## src/rtl/process_step_scheduler.sv

```systemverilog
// process_step_scheduler
// Round-robin, single-threaded process sequencer for the execution interface.
// It runs one init round at step -1, then numbered steps 0,1,2... and asks for
// a trace dump after each one. The run stops on any processStop or when the
// step budget runs out, and a return code reports which of the two it was.
// Optional build macro: PROCESS_STEP_SCHEDULER_TRACE_HANDSHAKE_EN
//   defined   -> TRACE holds until traceAck is sampled high
//   undefined -> TRACE lasts exactly one cycle and traceAck is ignored
module process_step_scheduler #(
  parameter int N_PROCESSES = 4,
  parameter int STEP_WIDTH  = 32,
  parameter int CUR_WIDTH   = 2
) (
  input  logic                   clock,
  input  logic                   resetN,
  input  logic                   start,
  input  logic [STEP_WIDTH-1:0]  maxSteps,
  input  logic [N_PROCESSES-1:0] processStop,
  output logic                   processInit,
  output logic [N_PROCESSES-1:0] processEnable,
  output logic [CUR_WIDTH-1:0]   processCurrent,
  output logic [STEP_WIDTH-1:0]  step,
  output logic                   traceReq,
  input  logic                   traceAck,
  output logic                   running,
  output logic                   done,
  output logic [1:0]             returnCode
);

  typedef enum logic [2:0] {
    S_IDLE,
    S_INIT,
    S_RUN,
    S_TRACE,
    S_DONE
  } state_t;

  localparam logic [CUR_WIDTH-1:0]   LAST_K    = CUR_WIDTH'(N_PROCESSES - 1);
  localparam logic [N_PROCESSES-1:0] FIRST_ENA = N_PROCESSES'(1);

  state_t                   r_state;
  logic [STEP_WIDTH-1:0]    r_max_steps;
  logic [CUR_WIDTH-1:0]     r_k;
  logic                     r_init;
  logic [N_PROCESSES-1:0]   r_enable;
  logic [CUR_WIDTH-1:0]     r_cur;
  logic [STEP_WIDTH-1:0]    r_step;
  logic                     r_trace_req;
  logic                     r_running;
  logic                     r_done;
  logic [1:0]               r_rc;

  logic                     w_stop_any;
  logic                     w_start_ok;
  logic [STEP_WIDTH-1:0]    w_s;
  logic                     w_continue;
  logic                     w_last_k;
  logic [CUR_WIDTH-1:0]     w_k_inc;
  logic [N_PROCESSES-1:0]   w_onehot_next;
  logic                     w_trace_leave;

  assign w_stop_any = |processStop;
  assign w_start_ok = start && ((r_state == S_IDLE) || (r_state == S_DONE));

  // Candidate step at a continuation point: 0 after INIT, step+1 after TRACE.
  assign w_s        = (r_state == S_INIT) ? '0 : r_step + STEP_WIDTH'(1);
  assign w_continue = ($signed(w_s) < $signed(r_max_steps)) && !w_stop_any;

  assign w_last_k   = (r_k == LAST_K);
  assign w_k_inc    = r_k + CUR_WIDTH'(1);

  // One-hot decode of the next process index within a round.
  genvar gi;
  generate
    for (gi = 0; gi < N_PROCESSES; gi++) begin : g_onehot
      assign w_onehot_next[gi] = (w_k_inc == CUR_WIDTH'(gi));
    end
  endgenerate

`ifdef PROCESS_STEP_SCHEDULER_TRACE_HANDSHAKE_EN
  assign w_trace_leave = traceAck;
`else
  // Without the handshake the dump request is a fixed one-cycle pulse.
  logic w_unused_trace_ack;
  assign w_unused_trace_ack = traceAck;
  assign w_trace_leave      = 1'b1;
`endif

  // Scheduler FSM; every output is registered and updated with the state.
  always_ff @(posedge clock or negedge resetN) begin
    if (!resetN) begin
      r_state     <= S_IDLE;
      r_max_steps <= '0;
      r_k         <= '0;
      r_init      <= 1'b0;
      r_enable    <= '0;
      r_cur       <= '0;
      r_step      <= '1;
      r_trace_req <= 1'b0;
      r_running   <= 1'b0;
      r_done      <= 1'b0;
      r_rc        <= 2'd0;
    end else begin
      case (r_state)
        S_IDLE, S_DONE: begin
          if (w_start_ok) begin
            r_max_steps <= maxSteps;
            r_step      <= '1;
            r_state     <= S_INIT;
            r_init      <= 1'b1;
            r_enable    <= '1;
            r_cur       <= '0;
            r_running   <= 1'b1;
            r_done      <= 1'b0;
            r_rc        <= 2'd0;
          end
        end
        S_INIT: begin
          r_init <= 1'b0;
          r_k    <= '0;
          r_step <= w_s;
          if (w_continue) begin
            r_state  <= S_RUN;
            r_enable <= FIRST_ENA;
            r_cur    <= '0;
          end else begin
            r_state   <= S_DONE;
            r_enable  <= '0;
            r_cur     <= '0;
            r_running <= 1'b0;
            r_done    <= 1'b1;
            r_rc      <= w_stop_any ? 2'd0 : 2'd1;
          end
        end
        S_RUN: begin
          // The round always completes; stop is only looked at afterwards.
          if (w_last_k) begin
            r_state     <= S_TRACE;
            r_enable    <= '0;
            r_cur       <= '0;
            r_trace_req <= 1'b1;
          end else begin
            r_k      <= w_k_inc;
            r_enable <= w_onehot_next;
            r_cur    <= w_k_inc;
          end
        end
        S_TRACE: begin
          if (w_trace_leave) begin
            r_trace_req <= 1'b0;
            r_step      <= w_s;
            r_k         <= '0;
            if (w_continue) begin
              r_state  <= S_RUN;
              r_enable <= FIRST_ENA;
              r_cur    <= '0;
            end else begin
              r_state   <= S_DONE;
              r_running <= 1'b0;
              r_done    <= 1'b1;
              r_rc      <= w_stop_any ? 2'd0 : 2'd1;
            end
          end
        end
        default: begin
          r_state <= S_IDLE;
        end
      endcase
    end
  end

  assign processInit    = r_init;
  assign processEnable  = r_enable;
  assign processCurrent = r_cur;
  assign step           = r_step;
  assign traceReq       = r_trace_req;
  assign running        = r_running;
  assign done           = r_done;
  assign returnCode     = r_rc;

endmodule
```

## config.mk

```make
export PLATFORM = sky130hd
export DESIGN_NAME = process_step_scheduler
export DESIGN_NICKNAME = d
export VERILOG_FILES = /design/src/rtl/process_step_scheduler.sv
export SDC_FILE = /design/constraint.sdc
export NUM_CORES = 1
export LEC_CHECK = 0
export ABC_CLOCK_PERIOD_IN_PS = 5500
export CAP_MARGIN = 5
export CORE_ASPECT_RATIO = 0.6
export CORE_MARGIN = 2
export CORE_UTILIZATION = 54
export DETAILED_ROUTE_END_ITERATION = 8
export GPL_ROUTABILITY_DRIVEN = 0
export MAX_ROUTING_LAYER = met4
export PLACE_DENSITY_LB_ADDON = 0.1
export SLEW_MARGIN = 20
export SYNTH_ARGS = -nofsm -noshare
export SYNTH_HDL_FRONTEND = slang
export SYNTH_SLANG_ARGS = --single-unit
```

## constraint.sdc

```tcl
create_clock -name clock -period 5.5 [get_ports clock]
set_clock_uncertainty 0.15 [all_clocks]
set_input_delay 1.65 -clock clock [delete_from_list [all_inputs] [get_ports clock]]
set_output_delay 1.65 -clock clock [all_outputs]
set_load 0.01 [all_outputs]
```

# Yosys cells after proc, flatten, opt, wreduce, memory -nomap -nowiden
# Index checks and enable logic that the tools add are counted.
word_totals:
  regBits: 81
  romBits: 0
  wordCells: 79
  out_inout_bits: 44
  mem_count: 0
  latchBits: 0
  mem_bits_rw: 0
op_classes:
  muxes: 30
  order_cmp: 1
  n_mul: 0
  bitwise: 0
  n_addsub: 2
  reduce_logical: 22
  shifts: 0
  div: 0
  eq_ne: 13
ops:
  columns: ["operator", "count"]
  rows:
  - ["$mux W32", 2]
  - ["$pmux W32 S2", 1]
  - ["$add A32 B1 Y32 const B", 1]
  - ["$lt A32 B32 Y1", 1]
  - ["$pmux W4 S4", 1]
  - ["$mux W4", 3]
  - ["$reduce_and A2 Y1", 6]
  - ["$mux W2", 5]
  - ["$ne A2 B2 Y1 const B", 5]
  - ["$mux W3", 3]
  - ["$pmux W3 S3", 1]
  - ["$pmux W1 S2", 4]
  - ["$pmux W2 S2", 2]
  - ["$pmux W2 S4", 1]
  - ["$reduce_bool A2 Y1", 4]
  - ["$mux W1", 7]
  - ["$eq A2 B2 Y1 const B", 3]
  - ["$eq A3 B2 Y1 const B", 2]
  - ["$reduce_and A3 Y1", 2]
  - ["$reduce_bool A4 Y1", 1]
  - ["$reduce_or A2 Y1", 2]
  - ["$reduce_or A4 Y1", 1]
  - ["$eq A3 B1 Y1 const B", 1]
  - ["$eq A3 B3 Y1 const B", 1]
  - ["7 further kinds", 8]

# Depth between registers and ports, before layout
logic_depth:
  depth_word: 6
  mapped_depth: 17
  depth_no_buf: 15

# Least setup slack after synthesis
# OpenSTA, ideal clock, no wires.
synth_timing:
  path_type: "flip-flop to flip-flop"
  startpoint: "register r_step[5] (netlist: step[5])"
  endpoint: "register r_enable[1] (netlist: processEnable[1])"
  path_buffers: 2
  synth_period_minus_slack_ns: 4.519
  path_stages_with_launch: 18
  required_time_ns: 5.227
  setup_ns: 0.123
  slack_ns: 0.981
  arrival_ns: 4.246
  cell_sequence: "dfstp_2 > buf_6 > and4_4 > or4b_4 > or3_1 > buf_6 > nor2_8 > nand4_2 > xor2_1 > nor2_1 > ha_1 > nand4_1 > nor3_1 > nand2_1 > or4_1 > a31o_2 > o21a_1 > o221a_2"
synth_via:
  elab_chain_cells: 6
synth_lines:
  columns: ["item", "line_no", "text"]
  rows:
  - ["start: declaration", "47", "logic [STEP_WIDTH-1:0] r_step;"]
  - ["start signal: assignment", "121", "r_step <= w_s;"]
  - ["start signal: assignment", "151", "r_step <= w_s;"]
  - ["$add A32 B1 Y32", "66", "assign w_s = (r_state == S_INIT) ? '0 : r_step + STEP_WIDTH'(1);"]
  - ["$mux W32", "66", null]
  - ["$lt A32 B32 Y1", "67", "assign w_continue = ($signed(w_s) < $signed(r_max_steps)) && !w_stop_any;"]
  - ["$logic_and A1 B1 Y1", "67", null]
  - ["$ne A2 B2 Y1 (no line)", null, null]
  - ["$reduce_and A3 Y1 (no line)", null, null]
  - ["end signal: assignment", "144", "r_enable <= w_onehot_next;"]
  - ["end: declaration", "45", "logic [N_PROCESSES-1:0] r_enable;"]
# No other way between the ends.
# A chain may end at the register's enable or synchronous reset.

# Worst setup path in the final report
layout_timing:
  startpoint: "register r_step[2] (netlist: step[2])"
  endpoint: "register r_enable[1] (netlist: processEnable[1])"
# Same word-level chain as after synthesis.

==> results.ini <==
[status]
status=finished, final reports clean

[clocking]
clockRootBuffer=clkbuf_16
clkLatencyLatePin_ps=330
cts_hold_buf=0
numCtsBuffers=9
clock_sinks=80
cts_resized=0
cts_buffer_depth=2
h-tree-depth=3
cts_tree=built
cts_setup_buffers=0
path_clk_slew_ps=60

[worst_setup_path]
cp.arrival_ps=5240
r2r-start=step[2]
crit_path_end_kind=flip-flop
path_class=flip-flop to flip-flop
rr_worst_depth=15
cp_max_fo=7
crit_path_start_kind=flip-flop
timing.rr.end=processEnable[1]
r2r_setup_slack_ps=320
crit_required_ps=5560
cp-startpoint=step[2]

[yosys]
syn-num-nets=647
synthArstFlopShare_pct=100
synthTopCellsByCount=o21ai_0, nand2_1, nor2_1, dfrtp_1, inv_1
synth.cell_area_mm2=0.00490
ys_types=60
synth.most_common_cell=o21ai_0
yosysTopAreaCellShare_pct=24.5
synth.mux.area_fraction_pct=1.02
synth_flop_cell=dfrtp_1
synth_edf_count=0
synth_top_family_by_area=simple AND/OR/NAND/NOR gates
yosys.area.top_type=dfrtp_1
yosys.area_share.simple_pct=19.1
yosys-top-cells-area=dfrtp_1, dfstp_2, ha_1
synth_compound_area_share_pct=17.4
syn_avg_cell_area_um2=8.60
synthAdderAreaFrac_pct=9.44
ys_ff_latch=80
synth-warning-count=0
synthXorXnorAreaFrac_pct=4.29
netlist_instances=570
yosysSeqAreaShare_pct=41.6

[floorplanning]
initial_core_util_pct=56.7
die_w_um=127
pin_count=84
die_area_mm2=0.00988
fp.dieH_um=77.8
fp.coreArea_mm2=0.00865
rows=26

[routing]
drt-total-wl_um=11900
wl_per_cell_um=15.8
via_count=4262
viasPerCell=5.66
ant_nets=0
route.detailed.drc=0
firstDrtPassIters=4
initialDrtViolationCount=318

[sta]
finalSetupViolCount=0
fmax_mhz=193
slew_headroom_pct=44.8
slew_violations=0
tightest_slew_ps=827
finalCritPeriodShare_pct=94.2
hold_viol=0
rsz0062_at_grt=no
period_needed_ps=5180
timing.hold.ws_ps=335
fin_ws_ps=317
fin_tns_setup_ps=0

[global_route]
met3_usage_pct=5.79
grt_usage_pct=25.7
grt_overflow=0
grt_pass1_wl_um=19800
grt_util_met2_pct=37.0
gr-usage-met1_pct=36.8
antenna_found_initial=0
grt_max_degree=87
top_usage_layer=met2
grt_pass1_vias=4060

[finish]
multiInputGateArea_mm2=0.00253
fillCellCount=673
drive_gt1_share_pct=11.1
postLayoutCoreUtil_pct=70.3
area_delta_synth_final_pct=24.0
diodes=0
seq_area_mm2=0.00204
final_nets=713
final_area_mm2=0.00608

[placement]
port_buffers=81
dp_slack_ps=412
hpwl_um=8160
place_area_mm2=0.00574

[worst_hold_path]
whs_endpoint=r_max_steps[0]
hold_start=r_max_steps[0]
holdCritPathClass=flip-flop to flip-flop
holdPathStages=2

[power]
ir_worst_vdd_v=0.000265
powerDensity_mw_per_mm2=391
p_leak_nw=2.65

[flow_run]
maxCapViolations=0

-- metrics by stage --
stage | total power, W | std cells
4_1_cts | 0.00239 | 752
3_3_place_gp | 0.00171 | 736
2_1_floorplan | 0.00141 | 570
3_5_place_dp | 0.00174 | 736
5_1_grt | 0.00255 | 753
6_report | 0.00238 | 753
-- worst max-delay path: stages, from the launching register on --
cell and delay [ps]:
dfstp_2 590, nand3_1 240, or4b_4 620, or3_1 500, nor2_8 190, nand4_2 150
xor2_1 150, nor2_1 60, ha_1 370, nand4_1 150, nor3_1 420, nand2_1 90
or4_1 580, a31o_2 330, o21a_1 230, o221a_2 240
-- registers in the layout, summed over array words and instances (netlist names), 2 cells and up --
register	cells
r_state	3
r_max_steps	32
processEnable	4
r_k	2
step	32
processCurrent	2
-- logic make-up (layout without fill, tap and decap cells) --
family	count (synthesis)	count (layout)
buf+inv	79	150
mux	5	5
other cells	1	1
simple gates	197	197
xor+xnor	24	24
flops	80	80
fa+ha+maj	37	37
compound gates	147	147
-- cell type report --
| cell class | instances | area share (%) |
|---|---|---|
| Clock buffer | 14 | 4.67 |
| Inverter | 47 | 2.90 |
| Clock inverter | 2 | 0.576 |
| Timing Repair Buffer | 87 | 14.4 |
| Tap cell | 112 | 2.30 |
| Multi-Input combinational cell | 411 | 41.6 |
| Sequential cell | 80 | 33.6 |
-- how the worst max path moves through the flow --
| stage | to | slack (ps) | cells after the start |
|---|---|---|---|
| after floorplan | processEnable[1] | 980 | 17 |
| after global placement | processEnable[2] | 490 | 15 |
| after detailed placement | processEnable[2] | 410 | 15 |
| after CTS | processEnable[1] | 370 | 15 |
| after global routing | processEnable[1] | 70 | 15 |
| final | processEnable[1] | 320 | 15 |
-- metal layers --
metal | up-vias | share of wire [%]
met4 | 0 | 0.90
met5 | - | 0
li1 | 2091 | -
met1 | 2036 | 48
met2 | 127 | 44
met3 | 8 | 7.1
-- layout by cell type (no fill, tap or decap), types with 9 or more instances in the layout --
cell / count
a21oi_1: 40
clkbuf_16: 9
clkdlybuf4s50_1: 80
dfrtp_1: 48
dfstp_2: 32
ha_1: 37
inv_1: 46
nand2_1: 68
nand3_1: 11
nand4_1: 12
nor2_1: 63
nor3_1: 12
o21ai_0: 69
xnor2_1: 12
xor2_1: 12
-- power by group --
group          switching, W  internal [W]  leakage, nW
clock network      0.000223      0.000401        0.159
registers          0.000133      0.000751        0.931
logic              0.000463      0.000408         1.56
total              0.000820       0.00156         2.65
(Power assumes the default switching activity.)
